$ cat src/rtl/switch_debounce_port.sv
// rtl/switch_debounce_port.sv - synchronised, debounced 16-bit switch port with sticky change flags
//
// Ports:
//   clock        system clock, all state updates on the rising edge
//   reset        synchronous active-high reset
//   switchctrl   switch chip select from the memorio address decode
//   ior          I/O read strobe
//   ioaddr       2'b00 reads the stable value, 2'b10 reads (and clears) the change flags
//   switch_raw   asynchronous board switch levels
//   switchrdata  combinational read data towards the I/O read mux
//   sw_irq       level interrupt, high while any change flag is set
module switch_debounce_port #(
  parameter int unsigned TICK_DIV = 50000,
  parameter int unsigned STABLE_N = 3
) (
  input  logic        clock,
  input  logic        reset,
  input  logic        switchctrl,
  input  logic        ior,
  input  logic [1:0]  ioaddr,
  input  logic [15:0] switch_raw,
  output logic [15:0] switchrdata,
  output logic        sw_irq
);

  localparam int unsigned CW = (TICK_DIV > 1) ? $clog2(TICK_DIV) : 1;
  localparam logic [CW-1:0] CNT_LAST = CW'(TICK_DIV - 1);

  logic [15:0]               sync1_q, sync1_d;
  logic [15:0]               sync2_q, sync2_d;
  logic [CW-1:0]             cnt_q, cnt_d;
  logic [15:0][STABLE_N-1:0] hist_q, hist_d;
  logic [15:0]               stable_q, stable_d;
  logic [15:0]               flag_q, flag_d;
  logic [15:0]               flag_set;
  logic                      tick;
  logic                      rd_sel;
  logic                      flag_rd;

  // Two-flop synchroniser; sync2_q is the only copy of the switches the
  // debouncer ever looks at.
  always_comb begin
    sync1_d = switch_raw;
    sync2_d = sync1_q;
  end

  // Sample prescaler: tick is high for the single cycle in which the count
  // sits at its last value, so the history shifts on the wrapping edge.
  always_comb begin
    tick  = (cnt_q == CNT_LAST);
    cnt_d = tick ? '0 : cnt_q + CW'(1);
  end

  // Per-bit debounce. The acceptance test looks at the history including the
  // sample being shifted in on this edge, so a level is taken after exactly
  // STABLE_N agreeing samples.
  always_comb begin
    logic [STABLE_N-1:0] h;
    hist_d   = hist_q;
    stable_d = stable_q;
    flag_set = '0;
    h        = '0;
    if (tick) begin
      for (int i = 0; i < 16; i++) begin
        h         = {hist_q[i][STABLE_N-2:0], sync2_q[i]};
        hist_d[i] = h;
        if ((&h) && !stable_q[i]) begin
          stable_d[i] = 1'b1;
          flag_set[i] = 1'b1;
        end else if (!(|h) && stable_q[i]) begin
          stable_d[i] = 1'b0;
          flag_set[i] = 1'b1;
        end
      end
    end
  end

  // Flag register: a flag read clears everything except bits being set on
  // the same edge, so a change accepted during the read is not lost.
  always_comb begin
    rd_sel  = switchctrl & ior;
    flag_rd = rd_sel && (ioaddr == 2'b10);
    flag_d  = (flag_rd ? 16'h0000 : flag_q) | flag_set;
  end

  always_comb begin
    switchrdata = 16'h0000;
    if (rd_sel) begin
      case (ioaddr)
        2'b00:   switchrdata = stable_q;
        2'b10:   switchrdata = flag_q;
        default: switchrdata = 16'h0000;
      endcase
    end
  end

  assign sw_irq = |flag_q;

  always_ff @(posedge clock) begin
    if (reset) begin
      sync1_q  <= '0;
      sync2_q  <= '0;
      cnt_q    <= '0;
      hist_q   <= '0;
      stable_q <= '0;
      flag_q   <= '0;
    end else begin
      sync1_q  <= sync1_d;
      sync2_q  <= sync2_d;
      cnt_q    <= cnt_d;
      hist_q   <= hist_d;
      stable_q <= stable_d;
      flag_q   <= flag_d;
    end
  end

endmodule
$ cat config.mk
export PLATFORM = sky130hd
export DESIGN_NAME = switch_debounce_port
export DESIGN_NICKNAME = d
export VERILOG_FILES = /design/src/rtl/switch_debounce_port.sv
export SDC_FILE = /design/constraint.sdc
export NUM_CORES = 1
export LEC_CHECK = 0
export CAP_MARGIN = 30
export CORE_MARGIN = 2
export CORE_UTILIZATION = 25
export CTS_CLUSTER_SIZE = 16
export DETAILED_ROUTE_END_ITERATION = 6
export RECOVER_POWER = 50
export SYNTH_ARGS = -nofsm -noshare
export SYNTH_HDL_FRONTEND = slang
export SYNTH_SLANG_ARGS = --single-unit
export TNS_END_PERCENT = 10
$ cat constraint.sdc
create_clock -name clock -period 3.86 [get_ports clock]
set_input_delay 0.965 -clock clock [delete_from_list [all_inputs] [get_ports clock]]
set_output_delay 0.965 -clock clock [all_outputs]
set_load 0.05 [all_outputs]
# Word-level counts from Yosys, hierarchy flattened
# Index checks and enable logic that the tools add are counted.
dict set report word_totals {
  regBits 112
  latch_bits 0
  mem_bits_rw 0
  romBits 0
  inputBits 22
  output_inout_bits 17
  wordCells 241
  mem_count 0
}
dict set report op_classes {
  addsub 1
  multipliers 0
  div_mod_pow 0
  order_cmp 0
  eq_ne 2
  shift 0
  n_mux 68
  bitwise_logic 2
  reduce_logical 132
}
# operator n
set op_table {}
lappend op_table {{$mux 1} 64}
lappend op_table {{$mux 16} 3}
lappend op_table {{$reduce_and 3->1} 16}
lappend op_table {{$reduce_or 3->1} 16}
lappend op_table {{$logic_and 1x1->1} 33}
lappend op_table {{$logic_not 1->1} 32}
lappend op_table {{$pmux 16 s2} 1}
lappend op_table {{$reduce_and 2->1} 16}
lappend op_table {{$reduce_bool 2->1} 16}
lappend op_table {{$add 16x1->16 const B} 1}
lappend op_table {{$eq 16x16->1 const B} 1}
lappend op_table {{$or 16x16->16} 1}
lappend op_table {{$reduce_or 16->1} 1}
lappend op_table {{$eq 2x2->1 const B} 1}
lappend op_table {{$logic_not 2->1} 1}
lappend op_table {{$reduce_or 2->1} 1}
lappend op_table {{$and 1x1->1} 1}

# Depth between registers and ports, before layout
dict set report logic_depth {
  ltp_word 7
  ltp_mapped 7
  mapped_depth_nobuf 5
}

# Least setup slack after synthesis
# OpenSTA, ideal clock, no wires.
dict set report synth_timing {
  kind {input to output}
  start {in switchctrl}
  end {out switchrdata[10]}
  t_arrival_ns 2.311
  required_time_ns 2.895
  slack_ns 0.584
  cell_stages 4
  path_buffers 1
  path_cell_list {nand2_1 -> nor3b_1 -> clkbuf_1 -> a22o_1}
}
dict set report synth_between {
  elab_chain_cells 2
}
# item line
set synth_lines {}
lappend synth_lines {{start, declared} 18} ;# input logic switchctrl,
lappend synth_lines {{$and 1x1->1} 81} ;# rd_sel = switchctrl & ior;
lappend synth_lines {{$mux 16} 88} ;# if (rd_sel) begin
lappend synth_lines {{end, declared} 22} ;# output logic [15:0] switchrdata,
# Every way passes these cells.

# Worst setup path in the final report
dict set report layout_timing {
  start {in switchctrl}
  end {out switchrdata[3]}
}
# The elaborated chain is that of the path after synthesis.

==> qor.yml <==
core_area_sq_mm: 0.01736
cp.depth: 6
hold_viol_final: 0
max_freq_mhz: 298.6
cp.arrival_ps: 2380
firstDrtPassIters: 4
yosys_warnings: 0
synth_top_area_share_pct: 50.39
rsz0062_at_grt: "false"
grt.overflow.total: 0
clkLatencyLatePin_ps: 350
clk_pin_slew_ps: 70
final_nets: 551
top_level_ports: 39
port_buffers: 38
period_minus_slack_ps: 3349
die_y_um: 137.4
finalHoldWorstSlack_ps: 443.8
gp_congestion: 0.7238
yosysSeqAreaShare_pct: 50.39
violations: "capacitance limit, slew limit"
avgViaCountPerCell: 4.803
diodes: 0
period_share_pct: 86.75
numCtsBuffers: 9
max_stage_delay_ps: 480
setup-tns-final_ps: 0
drc: 0
p_per_area_mw_per_mm2: 396.3
start_util_pct: 25.63
crit_slowest_cell: "clkdlybuf4s50_1"
ys_seq_elements: 112
rows: 48
vias: 3641
drive_above_1_share_pct: 7.880
synth_top_area_cell: "dfxtp_1"
cp-end-kind: "output pin"
power_leakage_nw: 1.770
synthFlopType: "dfxtp_1"
clockBufferDepth: 2
postCtsHoldBufs: 0
worst_pin_slew_ps: 1562
synth_edf_count: 0
hold_depth: 1
synth.top_cells.by_count: "dfxtp_1, nand2_1, a21oi_1, nor4_1"
grt_max_degree: 66
worstSetupPathType: "input port to output pin"
status: "finished, violations left"
syn_nets: 524
fin_skew_ps: 10.02
cts_root_buf: "clkbuf_16"
grt_pass1_vias: 3536
post-dp-hpwl_um: 6734
p_total_mw: 2.166
critical-path-top-delay-family: "buffers and inverters"
cp_max_fo: 16
die_w_um: 137.4
dieArea_sq_mm: 0.01888
cts_resized: 0
drv_slew: 35
maxCapViolCount: 1
post_cts_buffers: 0
cts.sinks: 112
worstPathRequired_ps: 2890
relSlewSlack_pct: -4.137
syn_to_final_growth_pct: 22.86
finalSetupViolations: 0
ys_types: 33
hold_class: "flop to flop"
vdd_drop_max_v: 0.0002442
cts_tree: "done"
worstSetupStartpointType: "input port"
yosysMostFrequentCell: "dfxtp_1"
async_flop_share_pct: 0
synth_area_leaders: "dfxtp_1, nand2_1, a21oi_1"
avgSynthCellArea_sq_um: 8.881
worst-path-buf-inv: 3
drtAntennaViolNets: 0
crit_chain: "clkdlybuf4s50_1 -> nand2_1 -> nor3b_2 -> buf_4 -> a22o_1 -> buf_12"
grt_pass1_wl_um: 17280
htreeDepth: 3
antenna_found_initial: 0
synthCells: 501
rr_worst_depth: 6
wirelength_um: 10190
grt_use_total_pct: 11.59
syn-cell-area_sq_mm: 0.004449
wl_per_cell_um: 13.44
drt_iter0_markers: 299
==> worst paths after layout <==
path | from | slack [ps] | endpoint
min reg2reg | sync1_q[4] | 440 | sync2_q[4]
min | sync1_q[4] | 440 | sync2_q[4]
max | switchctrl | 510 | switchrdata[3]
max reg2reg | cnt_q[0] | 1690 | stable_q[13]
==> final cells by class <==
class                   instances  area (sq um)
clock buffers                  11         232.7
clock inverters                 5         56.30
fillers                      1780         11890
inverters                       5         18.77
multi-input cells             357          2066
flip-flops and latches        112          2242
well taps                     225         281.5
repair buffers                 43         569.3
==> routing by layer <==
layer | up-vias | share of wire, % | GRT usage (%) | wire, um
met5 | - | 0 | 0 | 0
met4 | 0 | 1.2 | 3.723 | 126
met3 | 8 | 3.9 | 2.575 | 398
met2 | 73 | 46 | 18.91 | 4651
met1 | 1704 | 49 | 15.18 | 5012
li1 | 1856 | - | - | -
==> through the flow <==
step / instances / utilization (%) / setup slack [ps] / cell area [sq um]
floorplan: 501 / - / 584.1 / 4449
global placement: 742 / 29.92 / 564.8 / 5194
detailed placement: 742 / 29.92 / 495.1 / 5194
CTS: 758 / 31.59 / 489.9 / 5483
global route: 758 / 31.50 / 279.2 / 5466
finish: 758 / 31.50 / 511.3 / 5466
==> placed cells by master (no fill, tap or decap), drive strengths merged <==
master / netlist / routed
nor4: 41 / 41
and4b: 17 / 17
nand4b: 1 / 1
clkinv: 0 / 2
o21ai: 18 / 18
and4bb: 1 / 1
nor2: 32 / 32
nor4b: 16 / 16
xor2: 1 / 1
nand4: 4 / 4
clkbuf: 18 / 13
dfxtp: 112 / 112
inv: 5 / 6
nand2: 85 / 85
clkinvlp: 0 / 1
clkdlybuf4s50: 0 / 21
nor3: 4 / 4
a31oi: 16 / 16
or2: 1 / 1
and3: 1 / 1
ha: 1 / 1
nand3: 3 / 3
nand2b: 1 / 1
buf: 9 / 20
a21oi: 50 / 50
or3: 3 / 3
a22o: 16 / 16
and4: 1 / 1
xnor2: 11 / 11
bufinv: 0 / 1
nor3b: 1 / 1
nor2b: 32 / 32
==> power breakdown <==
group	leakage (nW)	switching (mW)	internal, mW	total (mW)
logic	0.721	0.0341	0.0309	0.0651
clock network	0.140	0.410	0.504	0.915
registers	0.909	0.0137	1.17	1.19
==> registers in the layout, summed over array words and instances, names as in the netlist <==
signal    count
hist_q       32
sync1_q      16
cnt_q        16
flag_q       16
sync2_q      16
stable_q     16
==> cells by family after synthesis <==
group                      share of synthesized area [%]
adders and majority gates                         0.2812
and+or+nand+nor                                    30.51
xor gates and xnor gates                           2.362
DFF                                                50.39
buffers and inverters                              3.403
AOI/OAI and AO/OA                                  13.05
==> worst register-to-register path, stage by stage (launching register included) <==
cell,delay [ps]
dfxtp_1,360
ha_1,220
and3_1,230
and4_1,190
buf_4,510
a31oi_1,220
nor4_1,330
Note: power is estimated with default switching activity, not from simulation.
